[src/rtl/l1_mem_pkg.sv]
// rtl/l1_mem_pkg.sv - shared types and constants for the L1 refill controller
// Contents: line geometry, refill FSM state encoding, miss side encoding.
package l1_mem_pkg;

  localparam int LINE_W   = 64;
  localparam int LINE_OFF = 3;

  typedef enum logic [2:0] {
    IDLE,
    RD_REQ,
    RD_BEAT,
    FILL,
    WR_REQ,
    WR_WAIT
  } refill_state_t;

  typedef enum logic {
    SIDE_D = 1'b0,
    SIDE_I = 1'b1
  } side_t;

endpackage

[src/rtl/l1_write_buffer.sv]
// rtl/l1_write_buffer.sv - posted-write FIFO feeding the memory port
// Ports: clk, rst (sync, active-high); push/push_data enqueue (ignored when
// full); pop dequeues (ignored when empty); full, empty status; head = oldest.
module l1_write_buffer #(
  parameter int DEPTH   = 2,
  parameter int ENTRY_W = 24
) (
  input  logic               clk,
  input  logic               rst,
  input  logic               push,
  input  logic [ENTRY_W-1:0] push_data,
  input  logic               pop,
  output logic               full,
  output logic               empty,
  output logic [ENTRY_W-1:0] head
);

  localparam int PTR_W = $clog2(DEPTH);

  logic [ENTRY_W-1:0] entries [DEPTH];
  logic [PTR_W-1:0]   rd_ptr;
  logic [PTR_W-1:0]   wr_ptr;
  logic [PTR_W:0]     count;
  logic               do_push;
  logic               do_pop;

  // Fullness is judged on the current count only, so a push into a full
  // buffer is refused even when a pop frees a slot in the same cycle.
  assign full    = (count == (PTR_W+1)'(DEPTH));
  assign empty   = (count == '0);
  assign do_push = push && !full;
  assign do_pop  = pop && !empty;
  assign head    = entries[rd_ptr];

  always_ff @(posedge clk) begin
    if (do_push) begin
      entries[wr_ptr] <= push_data;
    end
  end

  // DEPTH is a power of two, so the pointers wrap naturally.
  always_ff @(posedge clk) begin
    if (rst) begin
      rd_ptr <= '0;
      wr_ptr <= '0;
      count  <= '0;
    end else begin
      if (do_push) wr_ptr <= wr_ptr + 1'b1;
      if (do_pop)  rd_ptr <= rd_ptr + 1'b1;
      count <= count + (PTR_W+1)'(do_push) - (PTR_W+1)'(do_pop);
    end
  end

endmodule

[src/rtl/l1_refill_ctrl.sv]
// rtl/l1_refill_ctrl.sv - L1 miss refill and write-through drain controller
// Ports: miss_d_*/miss_i_* level miss requests; wr_req/wr_addr/wr_data/wr_ready
// posted byte writes; fill_* one-cycle line delivery; write_done per write ack;
// mem_req_* request channel and mem_resp_* read beats / write acks.
module l1_refill_ctrl
  import l1_mem_pkg::*;
#(
  parameter int ADDR_W   = 16,
  parameter int MEM_W    = 16,
  parameter int WB_DEPTH = 2
) (
  input  logic              clk,
  input  logic              rst,
  input  logic              miss_d_req,
  input  logic [ADDR_W-1:0] miss_d_addr,
  input  logic              miss_i_req,
  input  logic [ADDR_W-1:0] miss_i_addr,
  input  logic              wr_req,
  input  logic [ADDR_W-1:0] wr_addr,
  input  logic [7:0]        wr_data,
  output logic              wr_ready,
  output logic              fill_valid,
  output logic              fill_is_inst,
  output logic [ADDR_W-1:0] fill_addr,
  output logic [LINE_W-1:0] fill_line,
  output logic              write_done,
  output logic              mem_req_valid,
  input  logic              mem_req_ready,
  output logic              mem_req_we,
  output logic [ADDR_W-1:0] mem_req_addr,
  output logic [7:0]        mem_req_wdata,
  input  logic              mem_resp_valid,
  input  logic [MEM_W-1:0]  mem_resp_data
);

  localparam int BEATS  = LINE_W / MEM_W;
  localparam int BEAT_W = (BEATS > 1) ? $clog2(BEATS) : 1;

  refill_state_t       state;
  refill_state_t       state_next;
  side_t               side_q;
  logic [ADDR_W-1:0]   line_addr_q;
  logic [BEAT_W-1:0]   beat_q;
  logic [LINE_W-1:0]   line_buf;
  logic [LINE_W-1:0]   line_merged;
  logic [ADDR_W-1:0]   sel_addr;
  logic [ADDR_W-1:0]   sel_line;
  logic                any_miss;
  logic                last_beat;

  logic                wb_full;
  logic                wb_empty;
  logic                wb_pop;
  logic [ADDR_W+7:0]   wb_head;

  l1_write_buffer #(
    .DEPTH   (WB_DEPTH),
    .ENTRY_W (ADDR_W + 8)
  ) u_wb (
    .clk       (clk),
    .rst       (rst),
    .push      (wr_req),
    .push_data ({wr_addr, wr_data}),
    .pop       (wb_pop),
    .full      (wb_full),
    .empty     (wb_empty),
    .head      (wb_head)
  );

  assign wr_ready = !wb_full;

  // The data side wins a simultaneous miss; the instruction miss stays
  // raised and is picked up on a later IDLE visit.
  assign any_miss  = miss_d_req || miss_i_req;
  assign sel_addr  = miss_d_req ? miss_d_addr : miss_i_addr;
  assign sel_line  = sel_addr & ~ADDR_W'((1 << LINE_OFF) - 1);
  assign last_beat = (beat_q == BEAT_W'(BEATS - 1));

  // Current line with the incoming beat dropped into its slot; used both to
  // accumulate beats and to publish the complete line on the final beat.
  always_comb begin
    line_merged = line_buf;
    line_merged[beat_q*MEM_W +: MEM_W] = mem_resp_data;
  end

  always_comb begin
    state_next = state;
    wb_pop     = 1'b0;
    case (state)
      IDLE: begin
        // Posted writes drain first so a refill sees them in memory.
        if (!wb_empty)     state_next = WR_REQ;
        else if (any_miss) state_next = RD_REQ;
      end
      RD_REQ: begin
        if (mem_req_ready) state_next = RD_BEAT;
      end
      RD_BEAT: begin
        if (mem_resp_valid && last_beat) state_next = FILL;
      end
      FILL: begin
        state_next = IDLE;
      end
      WR_REQ: begin
        if (mem_req_ready) begin
          wb_pop     = 1'b1;
          state_next = WR_WAIT;
        end
      end
      WR_WAIT: begin
        if (mem_resp_valid) state_next = IDLE;
      end
      default: begin
        state_next = IDLE;
      end
    endcase
  end

  always_ff @(posedge clk) begin
    if (rst) begin
      state         <= IDLE;
      side_q        <= SIDE_D;
      line_addr_q   <= '0;
      beat_q        <= '0;
      line_buf      <= '0;
      mem_req_valid <= 1'b0;
      mem_req_we    <= 1'b0;
      mem_req_addr  <= '0;
      mem_req_wdata <= '0;
      fill_valid    <= 1'b0;
      fill_is_inst  <= 1'b0;
      fill_addr     <= '0;
      fill_line     <= '0;
      write_done    <= 1'b0;
    end else begin
      state         <= state_next;
      mem_req_valid <= (state_next == RD_REQ) || (state_next == WR_REQ);
      fill_valid    <= (state_next == FILL);
      write_done    <= (state == WR_WAIT) && mem_resp_valid;

      // Request fields are loaded only on leaving IDLE, which keeps them
      // stable for as long as the memory stalls the handshake.
      if (state == IDLE) begin
        if (!wb_empty) begin
          mem_req_we    <= 1'b1;
          mem_req_addr  <= wb_head[ADDR_W+7:8];
          mem_req_wdata <= wb_head[7:0];
        end else if (any_miss) begin
          mem_req_we   <= 1'b0;
          mem_req_addr <= sel_line;
          line_addr_q  <= sel_line;
          side_q       <= miss_d_req ? SIDE_D : SIDE_I;
        end
      end

      if (state == RD_REQ && mem_req_ready) begin
        beat_q <= '0;
      end

      if (state == RD_BEAT && mem_resp_valid) begin
        line_buf <= line_merged;
        beat_q   <= beat_q + 1'b1;
      end

      if (state_next == FILL) begin
        fill_line    <= line_merged;
        fill_addr    <= line_addr_q;
        fill_is_inst <= (side_q == SIDE_I);
      end
    end
  end

endmodule

[config.mk]
export PLATFORM = sky130hd
export DESIGN_NAME = l1_refill_ctrl
export DESIGN_NICKNAME = d
export VERILOG_FILES = /design/src/rtl/l1_mem_pkg.sv /design/src/rtl/l1_write_buffer.sv /design/src/rtl/l1_refill_ctrl.sv
export SDC_FILE = /design/constraint.sdc
export NUM_CORES = 1
export LEC_CHECK = 0
export ABC_AREA = 1
export CAP_MARGIN = 20
export CORE_MARGIN = 10
export CORE_UTILIZATION = 50
export DETAILED_ROUTE_END_ITERATION = 7
export PLACE_DENSITY = 0.85
export SLEW_MARGIN = 20
export SYNTH_ARGS = -nofsm -noshare
export SYNTH_HDL_FRONTEND = slang
export SYNTH_SLANG_ARGS = --single-unit
[constraint.sdc]
create_clock -name clk -period 2.9 [get_ports clk]
set_clock_uncertainty 0.05 [all_clocks]
set_input_delay 0.58 -clock clk [delete_from_list [all_inputs] [get_ports clk]]
set_output_delay 0.58 -clock clk [all_outputs]
set_load 0.02 [all_outputs]
# Yosys cells after proc, flatten, opt, wreduce, memory -nomap -nowiden

Memories as Yosys holds them, arrays and structs flattened. A register that Yosys moved wholly into a read port is not among the register bits.
Index checks and enable logic that the tools add are counted.

Add/sub/neg operators: 6
Eq/ne operators: 10
Shift-type cells: 2
Mux-type cells: 22
Bitwise logic cells: 1
Reductions and logical operators: 16

Operator list:

| operator                                                                 | count |
|---|---|
| 64-bit bitwise mux                                                       | 1 |
| 16-bit by 34-bit variable shift with 64-bit output, first input constant | 1 |
| 16-bit by 34-bit indexed part select with 64-bit output                  | 1 |
| 16-bit 2-to-1 mux                                                        | 3 |
| 6-bit negation with 34-bit output                                        | 1 |
| 3-bit 2-to-1 mux                                                         | 6 |
| 3-bit case mux with 5 select lines                                       | 1 |
| 3-bit equality test, second input constant                               | 3 |
| 1-bit 2-to-1 mux                                                         | 9 |
| 3-bit by 1-bit equality test with 1-bit output, second input constant    | 2 |
| 3-bit by 2-bit equality test with 1-bit output, second input constant    | 2 |
| 1-bit logical AND                                                        | 6 |
| 2-bit equality test, second input constant                               | 2 |
| 2-bit 2-to-1 mux                                                         | 2 |
| 2-bit AND reduction                                                      | 2 |
| 3-bit logical NOT                                                        | 1 |
| 3-bit AND reduction                                                      | 1 |
| 1-bit adder, second input constant                                       | 2 |
| 2-bit by 1-bit adder with 2-bit output                                   | 1 |
| 2-bit by 1-bit adder with 2-bit output, second input constant            | 1 |
| 1-bit logical NOT                                                        | 2 |
| 2-bit logical NOT                                                        | 1 |
| 1-bit logical OR                                                         | 2 |
| 2-bit != test, second input constant                                     | 1 |
| 3 further kinds                                                          | 3 |

Flip-flop bits (word level): 193
Memory bits (writable): 48
Input port bits: 79
Output and inout port bits: 110
Word-level logic and storage cells: 75
Memories kept: 1

Memories:

| memory       | words | bits a word | read ports | clocked after memory_dff | write ports | RTL line              | source |
|---|---|---|---|---|---|---|---|
| u_wb.entries | 2     | 24          | 1          | 1                        | 1           | l1_write_buffer.sv:20 | `logic [ENTRY_W-1:0] entries [DEPTH];` |

# Longest topological paths before layout

Word-level depth: 6
Mapped depth: 11
Gate-level depth less buffers: 9

# By module

From an unflattened synthesis, not the netlist that was laid out.

Cells, all modules: 1,199
Area total of the unflattened synthesis: 10,000.8 um2

Modules (own cells, without submodules):

| module          | instances | cells an instance | area an instance (um2) | sequential area each (um2) |
|---|---|---|---|---|
| l1_refill_ctrl  | 1         | 1,085             | 7,911.3                | 3,783.6 |
| l1_write_buffer | 1         | 114               | 2,089.5                | 1,541.5 |

# Worst setup path before layout

Ideal clock, no wire load.

Path type: register to register
From: register u_wb.count[0]
To: memory u_wb.entries[1][0] (enable)
Setup time: 0.406 ns
Arrival: 1.778 ns
Data required time: 2.444 ns
Slack: 0.666 ns
Stages on the path, launching flop included: 5
Path buffers: 0
Period minus slack after synthesis: 2.234 ns
Path through: dfxtp_1 -> inv_1 -> nand2_1 -> nand2_1 -> nor2_1

Word-level cells in the longest chain between the ends: 5

Ends and longest elaborated chain:

| item                                   | RTL line              | source |
|---|---|---|
| from (decl)                            | l1_write_buffer.sv:23 | `logic [PTR_W:0] count;` |
| from (signal assigned)                 | l1_write_buffer.sv:50 | `count <= count + (PTR_W+1)'(do_push) - (PTR_W+1)'(do_pop);` |
| 2-bit equality test                    | l1_write_buffer.sv:29 | `assign full = (count == (PTR_W+1)'(DEPTH));` |
| 1-bit logical NOT                      | -                     |  |
| via wr_ready                           | l1_refill_ctrl.sv:21  | `output logic wr_ready,` |
| 1-bit logical AND                      | l1_write_buffer.sv:31 | `assign do_push = push && !full;` |
| 1-bit 2-to-1 mux                       | l1_write_buffer.sv:36 | `if (do_push) begin` |
| 1-bit 2-to-1 mux (not written as such) | l1_write_buffer.sv:37 | `entries[wr_ptr] <= push_data;` |
| to (decl)                              | l1_write_buffer.sv:20 |  |

The timed path passes the listed nets, and every way through them passes these cells.

# Worst setup path in the final report

From: register beat_q[0]
To: register line_buf[50]

Word-level cells in the longest chain between the ends: 3
Elaborated cells on any way between the ends: 4
Classes of those cells: add/sub: 1; shift: 2; mux: 1

Ends and longest elaborated chain:

| item                                                                                                                                 | RTL line              | source |
|---|---|---|
| from (decl)                                                                                                                          | l1_refill_ctrl.sv:43  | `logic [BEAT_W-1:0] beat_q;` |
| from (signal assigned)                                                                                                               | l1_refill_ctrl.sv:162 | `beat_q <= beat_q + 1'b1;` |
| 6-bit negation with 34-bit output (*)                                                                                                | l1_refill_ctrl.sv:83  | `line_merged[beat_q*MEM_W +: MEM_W] = mem_resp_data;` |
| 16-bit by 34-bit indexed part select with 64-bit output / 16-bit by 34-bit variable shift with 64-bit output (equally long branches) | l1_refill_ctrl.sv:83  |  |
| 64-bit bitwise mux (*)                                                                                                               | l1_refill_ctrl.sv:83  |  |
| to (signal assigned)                                                                                                                 | l1_refill_ctrl.sv:161 | `line_buf <= line_merged;` |
| to (decl)                                                                                                                            | l1_refill_ctrl.sv:44  | `logic [LINE_W-1:0] line_buf;` |

Every way passes the cells marked *; elsewhere a longest branch is shown, timed or not.
A chain may end at the register's enable or synchronous reset.

==> results.json <==
{
  "status": "completed",
  "syn_area_um2": 9940,
  "cts-root-buf": "clkbuf_16",
  "max_cap_viol_count": 0,
  "grt_pass1_wl_um": 44400,
  "wl_um": 28000,
  "leakagePower_uw": 0.00503,
  "mostFrequentLayoutCells": "263 x nor2_1, 215 x nand2_1, 207 x o21ai_0",
  "avgSynthCellArea_um2": 7.78,
  "period_share_pct": 80.9,
  "path_buf_inv": 2,
  "startpoint": "beat_q[0]",
  "first_global_vias": 8616,
  "timing.rr.end": "line_buf[50]",
  "path_class": "flop to flop",
  "cp_top_family": "flip-flops",
  "overflow": 0,
  "clock_latency_ns": 0.51,
  "ys_warn_count": 0,
  "synth_compound_area_share_pct": 16.2,
  "synth_cell_types": 30,
  "cp_common_cell": "nor2_1",
  "tns_ns": 0,
  "critical_path.max_fanout": 13,
  "p_total_uw": 9320,
  "slew_headroom_pct": 43.0,
  "synth_area_leader_cell": "dfxtp_1",
  "routed_via_density": 5.28,
  "drive_above_1_share_pct": 5.16,
  "worst_setup_path_end_kind": "flop",
  "yosys.area.top_type_share_pct": 39.1,
  "synth_adder_area_share_pct": 0.881,
  "cts_resized": 0,
  "crit_cells": 7,
  "postCtsSetupBuffers": 0,
  "dp_hpwl_um": 19000,
  "synth-seq-cells": 242,
  "path_cells": "inv_2, ha_1, nor2_1, inv_1, o21ai_0, nor2_1, nor2_1",
  "wl_per_cell_um": 16.5,
  "fp-row-count": 51,
  "cts_buffer_depth": 3,
  "hold_path_depth": 2,
  "powerDensity_nw_per_um2": 742,
  "nNetsFinal": 1503,
  "peakVddDrop_mv": 0.545,
  "arrival_ns": 2.75,
  "cts_buffers": 25,
  "rsz0062_at_grt": "no",
  "core_um2": 19500,
  "cts_max_level": 1,
  "fmax_ghz": 0.426,
  "io_buffers": 179,
  "place_congestion": 0.878,
  "fillers": 1577,
  "synth_top_family_by_area": "simple AND/OR/NAND/NOR gates",
  "drt.antenna.violating_nets": 0,
  "synth_seq_area_share_pct": 53.6,
  "r2r_cells": 7,
  "synth_xor_area_share_pct": 0.0881,
  "syn_inst": 1277,
  "r2r_start": "beat_q[0]",
  "synth_mux_area_share_pct": 0,
  "worst_pin_slew_ns": 0.855,
  "final_common_cell": "nor2_1",
  "hold_viol_final": 0,
  "clk_pin_slew_ns": 0.06,
  "crit_path_end": "line_buf[50]",
  "grt_usage_pct": 20.5,
  "die_w_um": 161,
  "fp.dieArea_um2": 25900,
  "slowest_stage": "dfxtp_1",
  "synth_simple_gate_area_share_pct": 20.7,
  "start_util_pct": 50.9,
  "cts_tree": "yes",
  "drc": 0,
  "antenna_found_initial": 2,
  "fp.dieH_um": 161,
  "ctsHoldBuffers": 0,
  "dr.pass1.iters": 6,
  "cp_slowest_stage_delay_ns": 0.56,
  "pin_count": 189,
  "critPathRequiredTime_ns": 3.31,
  "r2r_slack_ns": 0.55,
  "yosys-top-cells-area": "dfxtp_1 39%, edfxtp_1 15%, o21ai_0 10%, nor2_1 10%, nand2_1 8.1%",
  "hold_path_class": "flop to flop",
  "grt_max_degree": 118,
  "setup.worst_path.start_class": "flop",
  "clkSinkCount": 242,
  "num_vias": 8975,
  "finalSetupViolations": 0,
  "drtIter0Drc": 829,
  "slew_violations": 0,
  "syn_to_final_growth_pct": 26.3,
  "finalCriticalPeriod_ns": 2.35
}
synthesized netlist by cell type, drive strengths merged:
cell type / instances
conb: 1
nand4: 1
dfxtp: 194
o22ai: 12
nand3: 31
nand2: 218
xnor2: 1
clkbuf: 36
edfxtp: 48
inv: 107
nor2: 270
a22oi: 1
o21ai: 225
buf: 46
a21oi: 78
nor3: 1
ha: 7
stage by stage:
stage	hold slack, ns	setup WS, ns	util [%]	instance area (µm²)	cells
after global placement	0.385	0.445	60.2	11700	1655
after CTS	0.398	0.581	64.3	12600	1699
after floorplan	0.376	0.666	-	9940	1279
after global routing	0.424	0.268	64.3	12600	1700
after detailed placement	0.397	0.422	60.2	11700	1655
final	0.399	0.554	64.3	12600	1700
flip-flops by register name, indices dropped and copies added (netlist names), named ones only:
signal,count
mem_req_valid,1
fill_is_inst,1
fill_valid,1
mem_req_wdata,8
mem_req_we,1
beat_q,2
u_wb.entries,48
fill_line,64
line_addr_q,13
u_wb.count,2
fill_addr,13
write_done,1
state,3
u_wb.rd_ptr,1
side_q,1
u_wb.wr_ptr,1
mem_req_addr,16
line_buf,64
per-layer routing:
layer  GRT usage, %  share of wire (%)  vias up
li1               -                  -     4390
met4           6.66                2.7        0
met2           35.9                 49      395
met5              0                  0        -
met1           24.2                 39     4146
met3           5.01                8.6       44
cells by family (layout without fill, tap and decap cells):
| group | Yosys count | after routing |
|---|---|---|
| compound gates | 316 | 316 |
| xor+xnor | 1 | 1 |
| buf+inv | 189 | 344 |
| flops | 242 | 242 |
| simple gates | 521 | 521 |
| fa+ha+maj | 7 | 7 |
| other cells | 1 | 4 |
how the worst min path moves through the flow:
stage	from	to	slack, ns
after CTS	line_addr_q[12]	fill_addr[12]	0.40
final	line_addr_q[12]	fill_addr[12]	0.40
after floorplan	u_wb.rd_ptr	flop	0.38
after global placement	u_wb.rd_ptr	u_wb.rd_ptr	0.39
after detailed placement	u_wb.rd_ptr	u_wb.rd_ptr	0.40
after global routing	line_addr_q[12]	fill_addr[12]	0.42
worst reg2reg max path, delay by kind of cell (launching register included):
| family | cells | cell delay, ns |
|---|---|---|
| DFF | 1 | 0.56 |
| AOI/OAI and AO/OA | 1 | 0.46 |
| and+or+nand+nor | 3 | 0.43 |
| adders and majority gates | 1 | 0.41 |
| buffers and inverters | 2 | 0.40 |
where the power goes:
part           internal [µW]  switching, µW  leakage (µW)
logic                    759           1370       0.00261
clock network           1840           1270      0.000401
registers               3850            226       0.00202
final cells by class:
class | instances | area, µm² | area share, %
inverters | 107 | 403 | 3.21
well taps | 265 | 332 | 2.64
flip-flops and latches | 242 | 5330 | 42.4
clock buffers | 36 | 737 | 5.87
repair buffers | 193 | 1910 | 15.2
clock inverters | 8 | 67.6 | 0.538
diodes | 1 | 2.50 | 0.0199
multi-input cells | 848 | 3780 | 30.1
No activity file was read; power rests on OpenSTA's default activity.
